## config.mk

```make
export PLATFORM = sky130hd
export DESIGN_NAME = stream_mac_neuron
export DESIGN_NICKNAME = d
export VERILOG_FILES = /design/src/rtl/stream_mac_neuron.sv
export SDC_FILE = /design/constraint.sdc
export NUM_CORES = 1
export LEC_CHECK = 0
export ABC_AREA = 1
export CAP_MARGIN = 20
export CORE_AREA = 3 3 106 108
export DETAILED_ROUTE_END_ITERATION = 10
export DIE_AREA = 0 0 109 111
export PLACE_DENSITY = 0.8
export SLEW_MARGIN = 40
export SYNTH_ARGS = -nofsm -noshare
export SYNTH_HDL_FRONTEND = slang
export SYNTH_SLANG_ARGS = --single-unit
```

## constraint.sdc

```tcl
create_clock -name clk -period 10.17 [get_ports clk]
set_clock_uncertainty 0.15 [all_clocks]
set_input_delay 1.5255 -clock clk [delete_from_list [all_inputs] [get_ports clk]]
set_output_delay 1.5255 -clock clk [all_outputs]
set_load 0.02 [all_outputs]
```

## src/rtl/stream_mac_neuron.sv

```systemverilog
// Streaming multiply-accumulate neuron: N_INPUTS (activation, weight) beats plus a bias,
// rescaled and saturated to OUT_W. Define STREAM_MAC_RELU_EN to clamp negative sums to zero.
module stream_mac_neuron #(
    parameter int DATA_W     = 8,
    parameter int WEIGHT_W   = 8,
    parameter int N_INPUTS   = 16,
    parameter int ACC_W      = DATA_W + WEIGHT_W + $clog2(N_INPUTS) + 1,
    parameter int OUT_W      = 16,
    parameter int FRAC_SHIFT = 0
) (
    input  logic                clk,
    input  logic                rst_n,
    input  logic                in_valid,
    output logic                in_ready,
    input  logic [DATA_W-1:0]   in_data,
    input  logic [WEIGHT_W-1:0] in_weight,
    input  logic [ACC_W-1:0]    bias,
    output logic                out_valid,
    input  logic                out_ready,
    output logic [OUT_W-1:0]    out_data,
    output logic                out_sat
);

    localparam int PROD_W = DATA_W + WEIGHT_W;
    localparam int CNT_W  = (N_INPUTS > 1) ? $clog2(N_INPUTS) : 1;
    localparam int EXT_W  = ((ACC_W > OUT_W) ? ACC_W : OUT_W) + 1;

    localparam logic [CNT_W-1:0] CNT_LAST = CNT_W'(N_INPUTS - 1);
    localparam logic signed [EXT_W-1:0] OUT_MAX =
        {{(EXT_W - OUT_W + 1){1'b0}}, {(OUT_W - 1){1'b1}}};
    localparam logic signed [EXT_W-1:0] OUT_MIN =
        {{(EXT_W - OUT_W + 1){1'b1}}, {(OUT_W - 1){1'b0}}};

    typedef enum logic [1:0] {
        S_IDLE,
        S_ACCUM,
        S_OUT
    } state_t;

    state_t                    state_q, state_d;
    logic        [CNT_W-1:0]   cnt_q, cnt_d;
    logic signed [ACC_W-1:0]   acc_q, acc_d;
    logic        [OUT_W-1:0]   out_data_q, out_data_d;
    logic                      out_sat_q, out_sat_d;

    logic                      beat;
    logic                      first_beat;
    logic                      last_beat;
    logic signed [PROD_W-1:0]  prod;
    logic signed [ACC_W-1:0]   prod_ext;
    logic signed [ACC_W-1:0]   acc_base;
    logic signed [ACC_W-1:0]   acc_next;
    logic signed [ACC_W-1:0]   acc_shift;
    logic signed [EXT_W-1:0]   s_ext;
    logic        [OUT_W-1:0]   fin_data;
    logic                      fin_sat;

    // A pending result only blocks input while downstream is stalled, so the
    // output handshake and the next vector's first beat can share one cycle.
    assign in_ready  = (state_q != S_OUT) || out_ready;
    assign beat      = in_valid && in_ready;
    assign out_valid = (state_q == S_OUT);
    assign out_data  = out_data_q;
    assign out_sat   = out_sat_q;

    // Any beat outside ACCUM starts a new vector (from OUT it implies out_ready).
    assign first_beat = (state_q != S_ACCUM);
    assign last_beat  = (N_INPUTS == 1) || ((state_q == S_ACCUM) && (cnt_q == CNT_LAST));

    assign prod     = $signed(in_data) * $signed(in_weight);
    assign prod_ext = ACC_W'(prod);
    assign acc_base = first_beat ? $signed(bias) : acc_q;
    assign acc_next = acc_base + prod_ext;

    assign acc_shift = acc_next >>> FRAC_SHIFT;

    always_comb begin
        s_ext    = {{(EXT_W - ACC_W){acc_shift[ACC_W-1]}}, acc_shift};
`ifdef STREAM_MAC_RELU_EN
        if (s_ext[EXT_W-1]) begin
            s_ext = '0;
        end
`endif
        fin_data = s_ext[OUT_W-1:0];
        fin_sat  = 1'b0;
        if (s_ext > OUT_MAX) begin
            fin_data = OUT_MAX[OUT_W-1:0];
            fin_sat  = 1'b1;
        end else if (s_ext < OUT_MIN) begin
            fin_data = OUT_MIN[OUT_W-1:0];
            fin_sat  = 1'b1;
        end
    end

    // NOTE: every always_comb target gets a default first so no path leaves it
    // unassigned; otherwise synthesis infers a latch to hold the old value.
    always_comb begin
        state_d    = state_q;
        cnt_d      = cnt_q;
        acc_d      = acc_q;
        out_data_d = out_data_q;
        out_sat_d  = out_sat_q;

        if ((state_q == S_OUT) && out_ready) begin
            state_d = S_IDLE;
        end

        if (beat) begin
            acc_d   = acc_next;
            cnt_d   = first_beat ? CNT_W'(1) : cnt_q + CNT_W'(1);
            state_d = S_ACCUM;
            if (last_beat) begin
                state_d    = S_OUT;
                cnt_d      = '0;
                out_data_d = fin_data;
                out_sat_d  = fin_sat;
            end
        end
    end

    // NOTE: the accumulator is reset with the rest of the state so an aborted
    // vector leaves no trace; it is a single register, not a memory array.
    always_ff @(posedge clk or negedge rst_n) begin
        if (!rst_n) begin
            state_q    <= S_IDLE;
            cnt_q      <= '0;
            acc_q      <= '0;
            out_data_q <= '0;
            out_sat_q  <= 1'b0;
        end else begin
            // NOTE: non-blocking assignments so every register samples the
            // pre-edge values regardless of statement order.
            state_q    <= state_d;
            cnt_q      <= cnt_d;
            acc_q      <= acc_d;
            out_data_q <= out_data_d;
            out_sat_q  <= out_sat_d;
        end
    end

endmodule
```

Yosys cells after proc, flatten, opt, wreduce, memory -nomap -nowiden
Index checks and enable logic that the tools add are counted.
W data, S select, Z words.
- muxes and demuxes: 10
- order comparisons: 2
- divide/modulo/power cells: 0
- $add $sub $neg: 2
- reductions and logical operators: 6
- shifts and indexed selects: 0
- equality and inequality tests: 5
- bitwise operators: 0
- $mul: 1
- operators with widths (operator ; number):
    $mux W16 ; 2
    $add A21 B16 Y21 ; 1
    $gt A21 B16 Y1 const B ; 1
    $lt A21 B16 Y1 const B ; 1
    $mux W21 ; 1
    $mul A8 B8 Y16 ; 1
    $mux W4 ; 2
    $mux W2 ; 3
    $add A4 B1 Y4 const B ; 1
    $eq A4 B4 Y1 const B ; 1
    $logic_and A1 B1 Y1 ; 3
    $eq A2 B1 Y1 const B ; 1
    $eq A2 B2 Y1 const B ; 1
    $mux W1 ; 2
    $ne A2 B1 Y1 const B ; 1
    $ne A2 B2 Y1 const B ; 1
    $reduce_and A2 Y1 ; 1
    $reduce_bool A2 Y1 ; 1
    $logic_or A1 B1 Y1 ; 1
- latch bits: 0
- output and inout bits: 19
- bits of input ports: 41
- RAM bits: 0
- word-level logic and storage cells: 31
- flip-flop bits (word level): 44
- memory bits (read-only): 0
- memories: 0

Longest topological paths before layout
- depth after elaboration: 6
- depth in mapped cells: 29
- depth with buffers taken out: 28

Least setup slack after synthesis
OpenSTA, ideal clock, no wires.
- path type: input-to-reg
- start: input port in_weight[0]
- end: register out_data_q[10], in the netlist out_data[10]
- arrival time: 6.474 ns
- setup time: 0.121 ns
- slack: 3.425 ns
- stages: 20
- buffers on the path: 2
- path through: clkbuf_1 -> nand2_1 -> fa_1 -> inv_1 -> fa_1 -> fa_1 -> fa_1 -> fa_1 -> ha_1 -> nand2_1 -> nand3_1 -> nand2_1 -> nand3_1 -> a21oi_2 -> inv_1 -> nand3_2 -> nand2_2 -> a21oi_4 -> buf_6 -> a21oi_2
- longest elaborated chain between the ends: 5
- elaborated cells on any way between the ends: 6
- classes of those cells: add/sub (1); mul (1); order compare (2); mux (2)
- ends and longest elaborated chain (element ; RTL line ; RTL):
    start: declaration ; 16 ; input logic [WEIGHT_W-1:0] in_weight,
    $mul A8 B8 Y16 * ; 70 ; assign prod = $signed(in_data) * $signed(in_weight);
    $add A21 B16 Y21 * ; 73 ; assign acc_next = acc_base + prod_ext;
    $lt A21 B16 Y1 ; 89 ; end else if (s_ext < OUT_MIN) begin
    $mux W16 ; 89 ;
    $mux W16 * ; 86 ; if (s_ext > OUT_MAX) begin
    end signal: assignment ; 136 ; out_data_q <= out_data_d;
    end: declaration ; 43 ; logic [OUT_W-1:0] out_data_q, out_data_d;
Mark *: on every way between the ends. The rest lies on a longest branch, timed or not.
A chain may end at the register's enable or synchronous reset.

Worst setup path in the final report
- start: input port in_weight[2]
- end: register out_sat_q, in the netlist out_sat
- longest elaborated chain between the ends: 5
- elaborated cells on any way between the ends: 6
- classes of those cells: add/sub (1); mul (1); order compare (2); mux (2)
- ends and longest elaborated chain (element ; RTL line ; RTL):
    $mul A8 B8 Y16 * ; 70 ;
    $add A21 B16 Y21 * ; 73 ;
    $lt A21 B16 Y1 ; 89 ;
    $mux W1 ; 89 ;
    $mux W1 * ; 86 ;
    end signal: assignment ; 137 ; out_sat_q <= out_sat_d;
    end: declaration ; 44 ; logic out_sat_q, out_sat_d;
Marks and branches as above.

==> metrics.md <==
| Metric | Value |
|---|---|
| CP Launch Type | `input port` |
| CTS buffer count | `5` |
| GRT Residual Overflow | `0` |
| Synth Instances | `774` |
| Ant diodes | `0` |
| Fmax | `136.8 MHz` |
| Core Rows | `37` |
| Detail Route Antenna Nets | `0` |
| Final hold vios | `0` |
| Seq/Total Area, Yosys | `0.1768` |
| Mean post-synth cell area | `8.044 sq um` |
| Root Driver | `clkbuf_8` |
| Clk buf depth | `2` |
| Worst Path Class, Setup | `input port to flop` |
| Crit share post-route | `0.7186` |
| Starting DRT DRC Count | `286` |
| Insertion delay to the later sink of the worst-skew pair | `0.29 ns` |
| Syn nets | `about 960` |
| Leading area contributor after synthesis | `fa_1` |
| CP Data Arrival Time | `7.31 ns` |
| Number of global-route vias before repair | `about 5400` |
| Clock Sinks | `44` |
| Most frequent cells in the layout | `nand2_1 (207), inv_1 (178), fa_1 (92)` |
| Buffers on Ports | `59` |
| Final nets | `about 1000` |
| Fill cells | `838` |
| Worst r2r dst | `out_sat$_DFFE_PN0P_` |
| Worst reg2reg path startpoint | `state_q[0]$_DFFE_PN0P_` |
| Worst Path Max Fanout | `16` |
| Status | `finished clean` |
| Starting Density | `0.6031` |
| Final wirelength | `about 13 mm` |
| Post-CTS sizing | `0` |
| Routed WL per cell | `14.15 microns` |
| FF+latch count, synth | `44` |
| DP Wirelength | `11.50 mm` |
| Setup TNS | `0 ns` |
| First-pass GRT wire length | `24.09 mm` |
| Hold path startpoint | `acc_q[2]$_DFFE_PN0P_` |
| Sequential Area | `1101 sq um` |
| Multi-input gate area | `~4300 sq um` |
| Total core area | `roughly 10000 sq um` |
| Hold Path Sink | `acc_q[2]$_DFFE_PN0P_` |
| Post-CTS Setup Bufs | `0` |
| Synthesis-to-layout area growth | `12.70%` |
| Worst Setup Slack, final | `2.862 ns` |
| Hold WC Path Type | `flop to flop` |
| H-tree Lvls | `2` |
| Crit path time final | `between 7 and 8 ns` |
| CP required | `10.17 ns` |
| Hold Path Depth | `2` |
| Initial antenna violation count | `0` |
| Clk pin slew, worst setup/hold paths | `0.09 ns` |
| Max Cap Viol | `0` |
| Worst slack, placed | `roughly 2.3 ns` |
| CP Capture Type | `flop` |
| Max_slew headroom | `0.5283` |
| Cts hold-fix bufs | `0` |
| Die X | `109 microns` |
| Gr usage total | `0.2464` |
| RSZ-0062 raised after global routing | `no` |
| Final Max Slew Viols | `0` |
| Boundary Pins | `60` |
| CTS tree | `yes` |
| Final setup fails | `0` |
| Most common cell after layout, fill and taps aside | `nand2_1` |
| R2R setup slack | `4.20 ns` |
| Yosys top cell area share | `0.2958` |
| Slew of the pin with the lowest slew margin | `about 0.71 ns` |
| R2R depth | `23` |
| YS warnings | `0` |
| Via/cell ratio | `5.128` |
| Initial DRT Pass Iterations | `5` |
| Via count | `4882` |
| Largest cells by area after synthesis | `fa_1 (30%), dfrtp_1 (18%), nand2_1 (13%), inv_1 (11%), ha_1 (9.8%)` |
| DRC violations left | `0` |
| Share of cells above drive strength 1 | `0.05270` |
| Die H | `111 microns` |
| Synthesized area | `between 6000 and 7000 sq um` |
| Final Wtd Congestion | `a little over 0.9` |
| Die area | `between 10000 and 15000 sq um` |
| Yosys cell types | `35` |
| Largest net degree at the start of global routing | `45` |
kinds of logic after synthesis:
logic type,share of synthesized area
AOI/OAI and AO/OA,0.06150
xor gates and xnor gates,0.02372
adders and majority gates,0.3943
buffers and inverters,0.1274
DFF,0.1768
muxes,0.01929
and+or+nand+nor,0.1969
sequential cells by signal, indices dropped and copies added, names as in the netlist:
signal and flops:
state_q 2, cnt_q 4, out_data 16, acc_q 21, out_sat 1
cell usage after synthesis, drive strengths merged:
cell type  number
nand4           7
or2             2
nor3            2
o211ai          1
buf             3
fa             92
nand2         217
clkbuf         22
o21bai          1
a32o            1
nand3          25
o21a            1
and2            1
xor2            9
nor2           39
inv           180
clkinv          1
a21oi          30
mux2i          12
xnor2           7
o21ai          27
ha             49
o32ai           1
dfrtp          44
stage by stage:
| stage | std cells | hold WS (ns) | area (sq um) | utilization |
|---|---|---|---|---|
| after floorplan | 774 | 0.2982 | 6226 | - |
| after global placement | 945 | 0.3153 | 6880 | 0.6665 |
| after detailed placement | 945 | 0.3246 | 6883 | 0.6667 |
| after CTS | 952 | 0.3470 | 7012 | 0.6792 |
| after global routing | 952 | 0.3709 | 7017 | 0.6797 |
| final | 952 | 0.3470 | 7017 | 0.6797 |
worst max-delay path by stage:
stage	from	to	slack (ns)	cells after the start
after floorplan	in_weight[0]	out_data[10]$_DFFE_PN0P_	3.43	20
after global placement	in_weight[0]	out_data[2]$_DFFE_PN0P_	2.50	19
after detailed placement	in_weight[0]	out_sat$_DFFE_PN0P_	2.34	19
after CTS	in_weight[0]	out_sat$_DFFE_PN0P_	2.64	19
after global routing	in_data[7]	out_data[0]$_DFFE_PN0P_	2.39	23
final	in_weight[2]	out_sat$_DFFE_PN0P_	2.86	23
critical path, stage by stage:
cell,delay (ns)
clkdlybuf4s50_1,0.59
nand2_1,0.24
inv_1,0.08
fa_1,0.54
inv_1,0.15
fa_1,0.65
inv_1,0.19
fa_1,0.56
inv_1,0.06
fa_1,0.52
inv_1,0.04
ha_1,0.29
ha_1,0.38
nand2_1,0.12
inv_1,0.04
nand2_1,0.05
nand2_1,0.04
a21oi_1,0.23
nand3_1,0.12
nand2_1,0.10
nand4_1,0.15
a21oi_4,0.51
a21oi_1,0.14
cell type report:
class	count	area share
multi-input combinational	524	0.6180
clock inverter	2	0.008559
tap	136	0.02425
timing repair buffer	60	0.08488
sequential	44	0.1569
clock buffer	5	0.009807
inverter	181	0.09754
layer usage:
metal	part of all wire	vias to the layer above	wire, microns	track usage
li1	-	2378	-	-
met4	0.030	0	399	0.07407
met5	0	-	0	0
met2	0.52	112	6963	0.4419
met3	0.032	32	431	0.03087
met1	0.42	2360	5679	0.3052
Power is not shown: default switching activity piles up to over one toggle a cycle in this logic, so the estimate is an artifact.
